`src/rtl/padding_scan_ctrl.sv`:
```
// padding_scan_ctrl: raster-order walker over a zero-padded feature map.
// It issues feature-memory reads only for interior positions, and presents each
// padded position one cycle later, aligned with the memory read data. The
// en_padding output tells zero_padding which presented pixels are border.
module padding_scan_ctrl #(
    parameter int unsigned IMG_W      = 4,
    parameter int unsigned IMG_H      = 4,
    parameter int unsigned PAD        = 1,
    parameter int unsigned ADDR_WIDTH = 10,
    parameter int unsigned CNT_WIDTH  = 8
) (
    input  logic                  clk,
    input  logic                  rst_n,
    input  logic                  start,
    input  logic                  stall,
    output logic                  rd_en,
    output logic [ADDR_WIDTH-1:0] rd_addr,
    output logic                  out_valid,
    output logic                  en_padding,
    output logic [CNT_WIDTH-1:0]  out_row,
    output logic [CNT_WIDTH-1:0]  out_col,
    output logic                  out_last,
    output logic                  busy,
    output logic                  done
);

    localparam int unsigned W_P = IMG_W + 2 * PAD;
    localparam int unsigned H_P = IMG_H + 2 * PAD;

    localparam logic [CNT_WIDTH-1:0] LAST_COL = CNT_WIDTH'(W_P - 1);
    localparam logic [CNT_WIDTH-1:0] LAST_ROW = CNT_WIDTH'(H_P - 1);
    localparam logic [CNT_WIDTH-1:0] PAD_C    = CNT_WIDTH'(PAD);
    localparam logic [CNT_WIDTH-1:0] IMG_W_C  = CNT_WIDTH'(IMG_W);
    localparam logic [CNT_WIDTH-1:0] IMG_H_C  = CNT_WIDTH'(IMG_H);

    typedef enum logic [1:0] {
        S_IDLE  = 2'd0,
        S_SCAN  = 2'd1,
        S_DRAIN = 2'd2,
        S_DONE  = 2'd3
    } state_t;

    state_t                r_state;
    logic                  r_all_issued;
    logic [CNT_WIDTH-1:0]  r_row;
    logic [CNT_WIDTH-1:0]  r_col;
    logic [ADDR_WIDTH-1:0] r_addr_cnt;

    // Issue stage (what goes to memory this cycle).
    logic                  r_rd_en;
    logic [ADDR_WIDTH-1:0] r_rd_addr;
    logic                  r_iss_valid;
    logic                  r_iss_border;
    logic                  r_iss_last;
    logic [CNT_WIDTH-1:0]  r_iss_row;
    logic [CNT_WIDTH-1:0]  r_iss_col;

    // Present stage (aligned with the memory read data).
    logic                  r_out_valid;
    logic                  r_en_padding;
    logic                  r_out_last;
    logic [CNT_WIDTH-1:0]  r_out_row;
    logic [CNT_WIDTH-1:0]  r_out_col;
    logic                  r_busy;
    logic                  r_done;

    logic [CNT_WIDTH-1:0]  w_row_off;
    logic [CNT_WIDTH-1:0]  w_col_off;
    logic                  w_border;
    logic                  w_at_last_col;
    logic                  w_at_last;
    logic                  w_issue;

    // Border test by offset: r-PAD wraps to a large value above the border,
    // so one unsigned compare per axis covers both sides.
    always_comb begin
        w_row_off     = r_row - PAD_C;
        w_col_off     = r_col - PAD_C;
        w_border      = !((w_row_off < IMG_H_C) && (w_col_off < IMG_W_C));
        w_at_last_col = (r_col == LAST_COL);
        w_at_last     = w_at_last_col && (r_row == LAST_ROW);
        w_issue       = ((r_state == S_IDLE) && start) ||
                        ((r_state == S_SCAN) && !r_all_issued && !stall);
    end

    // Control FSM, position/address counters, issue and present pipeline.
    always_ff @(posedge clk) begin
        if (!rst_n) begin
            r_state      <= S_IDLE;
            r_all_issued <= 1'b0;
            r_row        <= '0;
            r_col        <= '0;
            r_addr_cnt   <= '0;
            r_rd_en      <= 1'b0;
            r_rd_addr    <= '0;
            r_iss_valid  <= 1'b0;
            r_iss_border <= 1'b0;
            r_iss_last   <= 1'b0;
            r_iss_row    <= '0;
            r_iss_col    <= '0;
            r_out_valid  <= 1'b0;
            r_en_padding <= 1'b0;
            r_out_last   <= 1'b0;
            r_out_row    <= '0;
            r_out_col    <= '0;
            r_busy       <= 1'b0;
            r_done       <= 1'b0;
        end else begin
            r_done <= 1'b0;
            case (r_state)
                S_IDLE: begin
                    if (start) begin
                        r_state <= S_SCAN;
                        r_busy  <= 1'b1;
                    end
                end
                S_SCAN: begin
                    if (r_all_issued) begin
                        r_state      <= S_DRAIN;
                        r_all_issued <= 1'b0;
                    end
                end
                S_DRAIN: begin
                    r_state <= S_DONE;
                    r_done  <= 1'b1;
                end
                default: begin
                    r_state <= S_IDLE;
                    r_busy  <= 1'b0;
                end
            endcase

            r_iss_valid  <= w_issue;
            r_iss_border <= w_issue && w_border;
            r_iss_last   <= w_issue && w_at_last;
            r_rd_en      <= w_issue && !w_border;

            if (w_issue) begin
                r_iss_row <= r_row;
                r_iss_col <= r_col;
                if (!w_border) begin
                    r_rd_addr  <= r_addr_cnt;
                    r_addr_cnt <= r_addr_cnt + ADDR_WIDTH'(1);
                end
                if (w_at_last) begin
                    r_row        <= '0;
                    r_col        <= '0;
                    r_addr_cnt   <= '0;
                    r_all_issued <= 1'b1;
                end else if (w_at_last_col) begin
                    r_col <= '0;
                    r_row <= r_row + CNT_WIDTH'(1);
                end else begin
                    r_col <= r_col + CNT_WIDTH'(1);
                end
            end

            r_out_valid  <= r_iss_valid;
            r_en_padding <= r_iss_border;
            r_out_last   <= r_iss_last;
            r_out_row    <= r_iss_row;
            r_out_col    <= r_iss_col;
        end
    end

    assign rd_en      = r_rd_en;
    assign rd_addr    = r_rd_addr;
    assign out_valid  = r_out_valid;
    assign en_padding = r_en_padding;
    assign out_row    = r_out_row;
    assign out_col    = r_out_col;
    assign out_last   = r_out_last;
    assign busy       = r_busy;
    assign done       = r_done;

endmodule

```
`config.mk`:
```
export PLATFORM = sky130hd
export DESIGN_NAME = padding_scan_ctrl
export DESIGN_NICKNAME = d
export VERILOG_FILES = /design/src/rtl/padding_scan_ctrl.sv
export SDC_FILE = /design/constraint.sdc
export NUM_CORES = 1
export LEC_CHECK = 0
export ABC_AREA = 1
export CORE_MARGIN = 5
export CORE_UTILIZATION = 59
export DETAILED_ROUTE_END_ITERATION = 10
export GPL_ROUTABILITY_DRIVEN = 0
export GPL_TIMING_DRIVEN = 0
export PLACE_DENSITY = 0.83
export SETUP_SLACK_MARGIN = 0.05
export SLEW_MARGIN = 20
export SYNTH_ARGS = -nofsm -noshare
export SYNTH_HDL_FRONTEND = slang
export SYNTH_SLANG_ARGS = --single-unit
```
`constraint.sdc`:
```
create_clock -name clk -period 4.11 [get_ports clk]
set_clock_uncertainty 0.2 [all_clocks]
set_input_delay 0.6165 -clock clk [delete_from_list [all_inputs] [get_ports clk]]
set_output_delay 0.6165 -clock clk [all_outputs]
set_load 0.03 [all_outputs]
```
-- Word-level counts from Yosys, hierarchy flattened
Cells that the tools add are included.
Widths: inputs -> output; s select.
- $add $sub $neg: 5
- magnitude comparators: 2
- equal/unequal tests: 6
- muxes and demuxes: 15
- bitwise logic cells: 1
- reductions and logical operators: 21
- operator list (operator ; count):
    $mux 8 ; 4
    $mux 10 ; 2
    $add 8x1->8 const B ; 2
    $eq 8x3->1 const B ; 2
    $lt 8x3->1 const B ; 2
    $sub 8x1->8 const B ; 2
    $add 10x1->10 const B ; 1
    $reduce_and 2->1 ; 5
    $logic_and 1x1->1 ; 8
    $pmux 2 s3 ; 1
    $mux 1 ; 5
    $mux 2 ; 2
    $ne 2x2->1 const B ; 2
    $reduce_bool 2->1 ; 2
    $logic_not 1->1 ; 3
    $eq 2x1->1 const B ; 1
    $eq 2x2->1 const B ; 1
    $logic_not 2->1 ; 1
    $pmux 1 s2 ; 1
    $reduce_or 2->1 ; 1
    $logic_or 1x1->1 ; 1
    $not 1->1 ; 1
- bits in registers: 80
- input port bits: 4
- output and inout bits: 32
- logic and storage cells: 69

-- Depth between registers and ports, before layout
- word-level depth: 5
- depth in mapped cells: 14
- mapped depth without buffers: 14

-- Worst setup path before layout
Ideal clock, no wire load.
- kind: input-to-reg
- start: in stall
- end: reg r_addr_cnt[9]
- library setup time: 0.113 ns
- arrival: 1.645 ns
- required time: 3.797 ns
- setup slack: 2.152 ns
- cell stages on the path: 9
- path buffers: 2
- path through: nand3b_1 nand2_2 buf_2 nand3_4 nand2_4 buf_8 nand3b_4 nor2_1 nor2_1
- cells in the longest elaborated chain, start to end: 4
- RTL lines (item ; line ; RTL):
    from (decl) ; 15 ; input logic stall,
    $logic_not 1->1 ; 83 ; ((r_state == S_SCAN) && !r_all_issued && !stall);
    $logic_and 1x1->1 ; 83 ;
    $logic_or 1x1->1 ; 82 ; w_issue = ((r_state == S_IDLE) && start) ||
    $reduce_and 2->1 (no line) ; -- ;
    to (signal assigned) ; 143 ; r_addr_cnt <= r_addr_cnt + ADDR_WIDTH'(1);
    to (decl) ; 47 ; logic [ADDR_WIDTH-1:0] r_addr_cnt;
Every way passes these cells.
A chain may end at the register's enable or synchronous reset.

-- Worst setup path after layout
- start: in stall
- end: reg r_iss_row[5]
- cells in the longest elaborated chain, start to end: 3
- RTL lines (item ; line ; RTL):
    $logic_not 1->1 ; 83 ;
    $logic_and 1x1->1 ; 83 ;
    $logic_or 1x1->1 ; 82 ;
    to (signal assigned) ; 139 ; r_iss_row <= r_row;
    to (decl) ; 55 ; logic [CNT_WIDTH-1:0] r_iss_row;
Every way passes these cells.

==> Implementation_results.wiki <==
{| class="wikitable"
! Metric !! Value
|-
| Row Count || 26
|-
| Clock root buffer || sky130_fd_sc_hd__clkbuf_8
|-
| Top Family by Delay on Critical Path || buffers and inverters
|-
| Cell Area, Synth || 3200 µm²
|-
| Global-route wire length before repair || 10900 µm
|-
| Maximum level of the CTS H-tree || 3
|-
| Async S/R FF share, synth || 0%
|-
| Data required time at the worst endpoint || approximately 4 ns
|-
| Vertical extent of the die || 83.7 µm
|-
| Clock-pin slew of the registers on the worst-case setup and hold paths || 0.07 ns
|-
| Syn Area/Cell || roughly 8.1 µm²
|-
| Via count of the first global-routing pass || between 2000 and 3000
|-
| Post-CTS Setup Repair Bufs || 0
|-
| Count of endpoints failing hold in the final timing report || 0
|-
| Lkg Pwr || between 1.5 and 2 nW
|-
| Worst hold path startpoint || r_iss_valid
|-
| Clock latency on the worst-skew pair || 0.35 ns
|-
| Initial cell density of the core || 61.5%
|-
| Initial antenna violation count || 0
|-
| Final critical-path share of the clock period || approximately three fifths
|-
| Final Max Tran Viols || 0
|-
| Critical path class || in -> reg
|-
| Count of cells along the worst register-to-register path || 9
|-
| Antenna cells || 0
|-
| Global route total overflow || 0
|-
| Pre-CTS WS || about 1.4 ns
|-
| Number of cells produced by synthesis || ~400
|-
| Leading area contributor after synthesis || sky130_fd_sc_hd__dfxtp_1
|-
| Biggest fanout along the worst timing path || 10
|-
| Post-detailed-placement cell area || ~3600 µm²
|-
| Critical-path cell list || clkdlybuf4s50_1 -> nand3b_1 -> nand2_2 -> inv_1 -> nor2_1 -> inv_2 -> buf_1 -> a22oi_1
|-
| R2R Path Start || r_state[1]
|-
| CP Data Arrival Time || around 2.4 ns
|-
| X dimension of the die || 83.7 µm
|-
| Count of nets left with antenna violations after detail routing || 0
|-
| Terminating pin of the worst hold path || out_valid
|-
| Total negative setup slack || 0 ns
|-
| Maximum capacitance violations || 0
|-
| Die Area || between 7000 and 8000 µm²
|-
| Buffers from clock root to sink, at most || 2
|-
| Capture instance of the worst register-to-register path || r_iss_row[5]
|-
| Routed wire length per instance || 12.4 µm
|-
| Element type at the critical path end || register
|-
| Routed wire length || ~6400 µm
|-
| Number of I/O port buffers || 35
|-
| IR drop worst, VDD || 0.342 mV
|-
| Transition at the pin with the smallest max-transition slack || approximately 0.57 ns
|-
| Synth Warn # || 0
|-
| Number of enable-type register cells in the synthesized netlist || 0
|-
| Power density of the placed cells || about 500 nW/µm²
|-
| Library cell contributing the largest single delay on the critical path || sky130_fd_sc_hd__clkdlybuf4s50_1
|-
| Vias || 2608
|-
| Nature of the critical path startpoint || input port
|-
| Most common library cell in the layout ignoring fill and taps || sky130_fd_sc_hd__dfxtp_1
|-
| Maximum number of pins on one net before global-route repair || 12
|-
| Main synth FF type || sky130_fd_sc_hd__dfxtp_1
|-
| Unrepaired setup endpoints after global routing || no
|-
| Final-report setup violation count || 0
|-
| Number of distinct library cells after synthesis || 35
|-
| Number of buffers inserted during clock tree synthesis || 9
|-
| Net count after synthesis || 410
|-
| Signed area change from the synthesized netlist to the final layout || 18.7%
|-
| Most frequent cells in the layout || 80 x sky130_fd_sc_hd__dfxtp_1, 72 x sky130_fd_sc_hd__nand2_1, 57 x sky130_fd_sc_hd__inv_1, 44 x sky130_fd_sc_hd__nor2_1, 35 x sky130_fd_sc_hd__clkdlybuf4s50_1
|-
| Hold buffer count at CTS || 0
|-
| Core region area || about 5200 µm²
|-
| WHS Path Cells || 2
|-
| Flip-flop and latch count after synthesis || 80
|-
| Setup slack after layout || 1.71 ns
|-
| Pre-antenna DRT Iters || 4
|-
| Number of DRC violations after detailed-routing iteration 0 || roughly 140
|-
| Proportion of netlist area held by the largest area contributor || about half
|-
| Clk sinks || 80
|-
| I/O pin cnt || 36
|-
| Final critical path time including I/O delays and setup || 2.40 ns
|-
| Fraction of the yosys area taken by sequential cells || between 50% and 60%
|-
| Leading post-synthesis cells by cell area || sky130_fd_sc_hd__dfxtp_1 50%, sky130_fd_sc_hd__nand2_1 8.4%, sky130_fd_sc_hd__inv_1 6.7%
|-
| Cell total after placement || 500
|-
| Path category of the worst min-delay check || reg -> reg
|-
| Post-Layout Inst Area || between 3000 and 4000 µm²
|-
| Highest achievable clock rate || approximately 420 MHz
|-
| Worst stage delay on the critical path || between 0.4 and 0.5 ns
|-
| Overall Global Routing Usage || between 10% and 20%
|-
| Via density per instance || 5.08
|-
| Number of buffer and inverter stages on the critical path || 4
|-
| Post-CTS sizing || 0
|-
| Final cell count without fillers || between 500 and 600
|-
| DRC errors left || 0
|-
| Detailed-placement wirelength estimate || around 4600 µm
|-
| Status || complete, no violations
|-
| Worst reg-to-reg setup slack || 1.76 ns
|-
| Fraction of layout instances using a drive strength above 1 || about 9%
|-
| CTS tree || built
|-
| Layout net count || 456
|-
| Slew Limit Headroom || 61.8%
|}
## cells by family (layout without fill, tap and decap cells)
group,count (synthesis),in the layout,synth area share [%]
simple gates,167,167,24.5
fa+ha+maj,11,11,4.30
compound gates,61,61,11.3
buf+inv,74,122,9.38
flops,80,80,50.0
xor+xnor,2,2,0.547
## how the worst max path moves through the flow
stage	start	endpoint	slack (ns)	cells past startpoint
6_report	stall	r_iss_row[5]	1.71	8
5_1_grt	stall	r_iss_col[6]	1.61	8
4_1_cts	stall	r_iss_row[5]	1.75	8
3_5_place_dp	stall	r_iss_row[5]	1.41	8
3_3_place_gp	stall	r_iss_row[4]	1.42	8
2_1_floorplan	stall	r_addr_cnt[9]	2.15	9
## cell type report
class | count | area, µm²
repair buffers | 35 | 350
multi-input cells | 241 | 1300
clock inverters | 1 | 5.00
flip-flops and latches | 80 | 1600
inverters | 65 | 246
clock buffers | 12 | 155
well taps | 70 | 87.6
fillers | 422 | 1400
plain buffers | 9 | 53.8
## power by group
| group | total (mW) | internal [mW] | switching [mW] |
|---|---|---|---|
| combinational | 0.454 | 0.161 | 0.293 |
| clock | 0.493 | 0.242 | 0.251 |
| sequential | 0.922 | 0.882 | 0.0404 |
| total | 1.87 | 1.28 | 0.584 |
## worst register-to-register path, delay by kind of cell (launching register included)
kind,cells,cell delay [ns]
fa+ha+maj,1,0.23
flops,1,0.36
simple gates,3,0.35
compound gates,1,0.13
buf+inv,4,0.94
## flip-flops by register name (all words and copies together) (netlist names), 2 cells and up
register,flops
r_iss_row,8
r_iss_col,8
rd_addr,10
out_col,8
out_row,8
r_state,2
r_row,8
r_col,8
r_addr_cnt,10
## metrics by stage
stage | utilization (%) | hold slack (ns) | total power, mW
CTS | 73.0 | 0.220 | 1.88
finish | 73.0 | 0.216 | 1.87
global route | 73.0 | 0.229 | 1.97
floorplan | - | 0.190 | 1.24
global placement | 70.0 | 0.196 | 1.37
detailed placement | 70.0 | 0.203 | 1.39
## per-layer routing
| metal | GRT usage [%] | part of all wire [%] | vias to the layer above |
|---|---|---|---|
| li1 | - | - | 1355 |
| met1 | 22.7 | 45 | 1182 |
| met2 | 31.7 | 48 | 53 |
| met3 | 4.84 | 3.7 | 18 |
| met4 | 11.7 | 3.0 | 0 |
| met5 | 0 | 0 | - |
## Yosys cell counts, types with 2 or more instances
library cell and count:
sky130_fd_sc_hd__a211oi_1 7, sky130_fd_sc_hd__a21oi_1 23, sky130_fd_sc_hd__a22oi_1 13, sky130_fd_sc_hd__buf_1 2, sky130_fd_sc_hd__clkbuf_1 4, sky130_fd_sc_hd__dfxtp_1 80
sky130_fd_sc_hd__ha_1 11, sky130_fd_sc_hd__inv_1 57, sky130_fd_sc_hd__inv_2 7, sky130_fd_sc_hd__nand2_1 72, sky130_fd_sc_hd__nand2_2 5, sky130_fd_sc_hd__nand3_1 14
sky130_fd_sc_hd__nand3_2 2, sky130_fd_sc_hd__nand3b_1 2, sky130_fd_sc_hd__nand4_1 2, sky130_fd_sc_hd__nor2_1 44, sky130_fd_sc_hd__nor2_2 6, sky130_fd_sc_hd__nor3_1 12
sky130_fd_sc_hd__o21ai_0 12, sky130_fd_sc_hd__o21ai_1 2, sky130_fd_sc_hd__o22ai_1 3, sky130_fd_sc_hd__xor2_1 2
No activity file was read; power rests on OpenSTA's default activity.
